File: src/rtl/aes_pkg.sv
// Shared definitions for the AES round sequencer.
// FSM states, key-mode codes and round counts.
package aes_pkg;

    typedef enum logic [2:0] {
        ST_IDLE  = 3'd0,
        ST_INIT  = 3'd1,
        ST_ROUND = 3'd2,
        ST_FINAL = 3'd3,
        ST_DONE  = 3'd4
    } state_e;

    localparam logic [1:0] KM_128  = 2'b00;
    localparam logic [1:0] KM_192  = 2'b01;
    localparam logic [1:0] KM_256  = 2'b10;
    localparam logic [1:0] KM_RSVD = 2'b11;

    localparam logic [3:0] NR_128 = 4'd10;
    localparam logic [3:0] NR_192 = 4'd12;
    localparam logic [3:0] NR_256 = 4'd14;

    function automatic logic [3:0] nr_of(input logic [1:0] mode);
        logic [3:0] nr;
        case (mode)
            KM_192:  nr = NR_192;
            KM_256:  nr = NR_256;
            default: nr = NR_128;
        endcase
        return nr;
    endfunction

    function automatic logic mode_ok(input logic [1:0] mode,
                                     input logic       wide);
        return (mode == KM_128) ||
               (wide && (mode == KM_192 || mode == KM_256));
    endfunction

endpackage

File: src/rtl/aes_round_sequencer_if.sv
// Request/control bundle between the sequencer and its user.
// i_* flow into the sequencer, o_* flow out.
interface aes_round_sequencer_if #(parameter int RND_W = 4);
    logic             i_valid;
    logic [1:0]       i_key_mode;
    logic             i_stall;
    logic             i_abort;
    logic             i_ready;
    logic             o_ready;
    logic             o_busy;
    logic             o_dp_en;
    logic [RND_W-1:0] o_round;
    logic             o_first;
    logic             o_last;
    logic [1:0]       o_mode;
    logic             o_valid;
    logic             o_err;

    modport slave (
        input  i_valid, i_key_mode, i_stall, i_abort, i_ready,
        output o_ready, o_busy, o_dp_en, o_round, o_first,
        output o_last, o_mode, o_valid, o_err
    );

    modport master (
        output i_valid, i_key_mode, i_stall, i_abort, i_ready,
        input  o_ready, o_busy, o_dp_en, o_round, o_first,
        input  o_last, o_mode, o_valid, o_err
    );
endinterface

File: src/rtl/aes_round_counter.sv
// Round index counter: clear to zero, step on enable,
// flag when the next step reaches the round count.
module aes_round_counter #(
    parameter int W = 4
) (
    input  logic         clk,
    input  logic         rst_n,
    input  logic         clr_i,
    input  logic         en_i,
    input  logic [W-1:0] nr_i,
    output logic [W-1:0] cnt_o,
    output logic         term_o
);

    logic [W-1:0] cnt_q;
    logic [W-1:0] cnt_d;

    // Clear wins over increment.
    always_comb begin
        cnt_d = cnt_q;
        if (clr_i)
            cnt_d = '0;
        else if (en_i)
            cnt_d = cnt_q + W'(1);
    end

    // Count register with synchronous reset.
    always_ff @(posedge clk) begin
        if (!rst_n)
            cnt_q <= '0;
        else
            cnt_q <= cnt_d;
    end

    assign cnt_o  = cnt_q;
    assign term_o = (cnt_q == nr_i - W'(1));

endmodule

File: src/rtl/aes_round_sequencer.sv
// AES round sequencer: walks INIT, ROUND..., FINAL, DONE
// for one block, with stall, abort and result handshake.
module aes_round_sequencer
    import aes_pkg::*;
#(
    parameter int RND_W        = 4,
    parameter bit EN_WIDE_KEYS = 1'b1
) (
    input logic                  clk,
    input logic                  rst_n,
    aes_round_sequencer_if.slave bus
);

    state_e           state_q;
    logic [1:0]       mode_q;
    logic             err_q;
    logic [RND_W-1:0] cnt;
    logic [RND_W-1:0] nr;
    logic             term;
    logic             active;
    logic             cnt_clr;
    logic             cnt_en;

    assign nr     = RND_W'(nr_of(mode_q));
    assign active = (state_q == ST_INIT)  ||
                    (state_q == ST_ROUND) ||
                    (state_q == ST_FINAL);

    // FINAL holds the count at Nr; IDLE/DONE/abort zero it.
    assign cnt_clr = (state_q == ST_IDLE) ||
                     (state_q == ST_DONE) ||
                     (active && bus.i_abort);
    assign cnt_en  = ((state_q == ST_INIT) ||
                      (state_q == ST_ROUND)) && !bus.i_stall;

    aes_round_counter #(.W(RND_W)) u_cnt (
        .clk    (clk),
        .rst_n  (rst_n),
        .clr_i  (cnt_clr),
        .en_i   (cnt_en),
        .nr_i   (nr),
        .cnt_o  (cnt),
        .term_o (term)
    );

    // Block FSM; abort beats stall and the result handshake.
    always_ff @(posedge clk) begin
        if (!rst_n) begin
            state_q <= ST_IDLE;
            mode_q  <= KM_128;
            err_q   <= 1'b0;
        end else begin
            err_q <= 1'b0;
            case (state_q)
                ST_IDLE: begin
                    if (bus.i_valid) begin
                        if (mode_ok(bus.i_key_mode, EN_WIDE_KEYS)) begin
                            mode_q  <= bus.i_key_mode;
                            state_q <= ST_INIT;
                        end else begin
                            err_q <= 1'b1;
                        end
                    end
                end
                ST_INIT: begin
                    if (bus.i_abort)
                        state_q <= ST_IDLE;
                    else if (!bus.i_stall)
                        state_q <= ST_ROUND;
                end
                ST_ROUND: begin
                    if (bus.i_abort)
                        state_q <= ST_IDLE;
                    else if (!bus.i_stall && term)
                        state_q <= ST_FINAL;
                end
                ST_FINAL: begin
                    if (bus.i_abort)
                        state_q <= ST_IDLE;
                    else if (!bus.i_stall)
                        state_q <= ST_DONE;
                end
                ST_DONE: begin
                    if (bus.i_abort || bus.i_ready)
                        state_q <= ST_IDLE;
                end
                default: state_q <= ST_IDLE;
            endcase
        end
    end

    assign bus.o_ready = (state_q == ST_IDLE);
    assign bus.o_busy  = active;
    assign bus.o_dp_en = active && !bus.i_stall;
    assign bus.o_round = active ? cnt : '0;
    assign bus.o_first = (state_q == ST_INIT);
    assign bus.o_last  = (state_q == ST_FINAL);
    assign bus.o_valid = (state_q == ST_DONE);
    assign bus.o_mode  = mode_q;
    assign bus.o_err   = err_q;

endmodule

File: src/flat_wrapper.sv
// flat-port wrapper written by rule: the top's interface ports become plain ports
module aes_round_sequencer_flat import aes_pkg::*;
#(
    parameter int RND_W        = 4,
    parameter bit EN_WIDE_KEYS = 1'b1
)
  (clk, rst_n, bus_i_valid, bus_i_key_mode, bus_i_stall, bus_i_abort, bus_i_ready, bus_o_ready, bus_o_busy, bus_o_dp_en, bus_o_round, bus_o_first, bus_o_last, bus_o_mode, bus_o_valid, bus_o_err);
  aes_round_sequencer_if #(.RND_W(RND_W)) bus_i ();
  input logic clk;
  input logic rst_n;
  input wire logic [$bits(bus_i.i_valid)-1:0] bus_i_valid;
  input wire logic [$bits(bus_i.i_key_mode)-1:0] bus_i_key_mode;
  input wire logic [$bits(bus_i.i_stall)-1:0] bus_i_stall;
  input wire logic [$bits(bus_i.i_abort)-1:0] bus_i_abort;
  input wire logic [$bits(bus_i.i_ready)-1:0] bus_i_ready;
  output wire logic [$bits(bus_i.o_ready)-1:0] bus_o_ready;
  output wire logic [$bits(bus_i.o_busy)-1:0] bus_o_busy;
  output wire logic [$bits(bus_i.o_dp_en)-1:0] bus_o_dp_en;
  output wire logic [$bits(bus_i.o_round)-1:0] bus_o_round;
  output wire logic [$bits(bus_i.o_first)-1:0] bus_o_first;
  output wire logic [$bits(bus_i.o_last)-1:0] bus_o_last;
  output wire logic [$bits(bus_i.o_mode)-1:0] bus_o_mode;
  output wire logic [$bits(bus_i.o_valid)-1:0] bus_o_valid;
  output wire logic [$bits(bus_i.o_err)-1:0] bus_o_err;
  assign bus_i.i_valid = bus_i_valid;
  assign bus_i.i_key_mode = bus_i_key_mode;
  assign bus_i.i_stall = bus_i_stall;
  assign bus_i.i_abort = bus_i_abort;
  assign bus_i.i_ready = bus_i_ready;
  assign bus_o_ready = bus_i.o_ready;
  assign bus_o_busy = bus_i.o_busy;
  assign bus_o_dp_en = bus_i.o_dp_en;
  assign bus_o_round = bus_i.o_round;
  assign bus_o_first = bus_i.o_first;
  assign bus_o_last = bus_i.o_last;
  assign bus_o_mode = bus_i.o_mode;
  assign bus_o_valid = bus_i.o_valid;
  assign bus_o_err = bus_i.o_err;
  aes_round_sequencer #(.RND_W(RND_W), .EN_WIDE_KEYS(EN_WIDE_KEYS)) u_core (.clk(clk), .rst_n(rst_n), .bus(bus_i));
endmodule
File: config.mk
export PLATFORM = sky130hd
export DESIGN_NAME = aes_round_sequencer_flat
export DESIGN_NICKNAME = d
export VERILOG_FILES = /design/src/rtl/aes_pkg.sv /design/src/rtl/aes_round_sequencer_if.sv /design/src/rtl/aes_round_counter.sv /design/src/rtl/aes_round_sequencer.sv /design/src/flat_wrapper.sv
export SDC_FILE = /design/constraint.sdc
export NUM_CORES = 1
export LEC_CHECK = 0
export CAP_MARGIN = 20
export CELL_PAD_IN_SITES_DETAIL_PLACEMENT = 1
export CELL_PAD_IN_SITES_GLOBAL_PLACEMENT = 2
export CORE_MARGIN = 2
export CORE_UTILIZATION = 22
export DETAILED_ROUTE_END_ITERATION = 12
export HOLD_SLACK_MARGIN = 0.1
export PLACE_DENSITY_LB_ADDON = 0.1
export SKIP_LAST_GASP = 1
export SYNTH_ARGS = -nofsm -noshare
export SYNTH_HDL_FRONTEND = slang
export SYNTH_SLANG_ARGS = --single-unit
File: constraint.sdc
create_clock -name clk -period 1.4 [get_ports clk]
set_input_delay 0.21 -clock clk [delete_from_list [all_inputs] [get_ports clk]]
set_output_delay 0.21 -clock clk [all_outputs]
set_load 0.01 [all_outputs]
==> metrics.txt <==
worst path arrival time 1.59 ns; critical path type flip-flop to flip-flop; VDD IR max 0.366 mV; post-synthesis cell type count 31; diode count 0; FF+latch count, synth 10; first-pass detailed-route iteration total 3; status finished clean; via count 669; DP Wirelength 1430 um; setup ws final 0.000728 ns; initial antenna violation count 0; Final Wtd Congestion 0.717; final hold violations 0; Layout Skew 0.0121 ns; die area 3370 um^2; min Tclk post-route 1.40 ns; DR DRC count 0; Req. time, crit path 1.59 ns; Root Driver clkbuf_4; IO buf count 20; leading cell types in the layout, fill and taps excluded buf_4, nor2_1, clkdlybuf4s50_1, nand2_1, buf_2; Total Power 0.654 mW; # setup viols final 0; Congestion Overflow GR 0; die height 58.0 um; Syn Nets 89; cell area after placement 968 um^2; fin. max-slew vios 0; dpl ws -0.184 ns; Yosys top cell area share 31.2%; vias in the first global route 647; unrepaired setup endpoints after global routing yes; Avg Inst Size Synth 8.23 um^2; Die W 58.0 um; post-synthesis sequential area ratio 31.2%; # clock sinks 10; number of core rows 19; IO Pins 21; first-pass GRT wire length 2840 um; Hold Buf Count CTS 0; max_cap viols 0; most common cell after layout, fill and taps aside buf_4; Worst setup SP type flip-flop; pwr/cell area 663 nW/um^2; clk slew on worst S/H paths 0.08 ns; CTS tree done; largest buffer count on any clock path 2; Initial Util 23.3%; total wire length 1740 um; Tot GR Track Use 11.2%; Max-slew headroom 80.8%; yosys warns 0; Cells after Synth 78; clock latency on the worst-skew pair 0.27 ns; crit-path max FO 3; post-route ant nets 0; Core Region 2760 um^2; fin crit share 99.9%; post-synth top area cell dfxtp_1; number of CTS-inserted buffers 3; CTS H-tree depth 1; Final Net Count 127; Crit. End Element flip-flop; minimum hold slack 0.569 ns; drt first-iter violations 4; wire per inst 12.0 um; synthesized cell area 642 um^2; setup tns final 0 ns; fmax 0.715 GHz; Worst Hold Class flip-flop to flip-flop; synth top area cells dfxtp_1, xor2_1, ha_1; Tightest Pin Transition 0.288 ns; layout cells sized above 1 36.0%; Syn-to-layout area delta 53.6%; leakage 0.447 nW; Avg Vias per Cell 4.61; largest net degree at the start of global routing 10; post-route cell area 986 um^2
[critical path, cell delays in order (launching register included)]
cell and delay [ns]:
dfxtp_2 0.33, buf_4 0.12, ha_1 0.20, nor3b_1 0.18, a31oi_1 0.07, a211o_1 0.30
mux2i_1 0.11
[flip-flops by register name (all words and copies together), names as in the netlist]
signal / cells
u_core.bus.o_err: 1
u_core.bus.o_mode: 2
u_core.state_q: 3
u_core.u_cnt.cnt_o: 4
[power breakdown]
group | total (mW) | switching (mW) | internal [mW]
clock | 0.203 | 0.104 | 0.0992
sequential | 0.301 | 0.00773 | 0.293
combinational | 0.150 | 0.0662 | 0.0837
[cells by family after synthesis]
family	share of synthesized area [%]
fa+ha+maj	5.85
mux	1.56
xor+xnor	9.55
buf+inv	5.85
simple gates	33.5
compound gates	12.5
flops	31.2
[per-stage QoR]
step           utilization (%)  instances
4_1_cts                   35.7        145
3_3_place_gp              35.1        140
6_report                  35.8        145
3_5_place_dp              35.1        140
5_1_grt                   35.8        145
2_1_floorplan                -         78
[per-layer routing]
layer  track usage, %  routed length (um)
met1             13.9                 788
met4             5.98                  29
met5                0                   0
met3             2.90                 124
met2             17.9                 800
[synthesized netlist by cell type, drive strengths merged]
library cell / number
nor2b: 2
nand3: 4
or2: 1
a21oi: 2
clkbuf: 1
a211o: 1
nor3: 2
mux2i: 1
xor2: 5
and3: 1
a31oi: 1
and3b: 1
inv: 3
a311oi: 1
and2: 5
nor4b: 1
nand2: 7
and2b: 1
nand3b: 2
o21a: 1
ha: 3
buf: 3
nor2: 10
nor3b: 3
a32oi: 1
o211ai: 1
o221a: 2
dfxtp: 10
xnor2: 2
[path summary, 6_finish.rpt]
path,cells past startpoint,to,startpoint,slack (ns)
worst max register to register,6,u_core.state_q[0]$_SDFFE_PN0P_,u_core.bus.o_mode[0]$_SDFFE_PN0P_,0.0007
worst min register to register,2,u_core.state_q[1]$_SDFFE_PN0P_,u_core.state_q[2]$_SDFFE_PN0P_,0.57
worst max-delay path,6,u_core.state_q[0]$_SDFFE_PN0P_,u_core.bus.o_mode[0]$_SDFFE_PN0P_,0.0007
worst min-delay path,2,u_core.state_q[1]$_SDFFE_PN0P_,u_core.state_q[2]$_SDFFE_PN0P_,0.57
[what timing repair did]
item	in CTS	in global routing
setup buffers	2	0
pin swaps	4	5
resized for setup	43	6
endpoints found under the setup margin	13	10
[cell type report]
cell class / instances / area, um^2
Clock buffer: 3 / 22.5
Fill cell: 338 / 1770
Inverter: 3 / 11.3
Multi-Input combinational cell: 61 / 424
Sequential cell: 10 / 206
Tap cell: 31 / 38.8
Timing Repair Buffer: 37 / 283
Note: power is estimated with default switching activity, not from simulation.
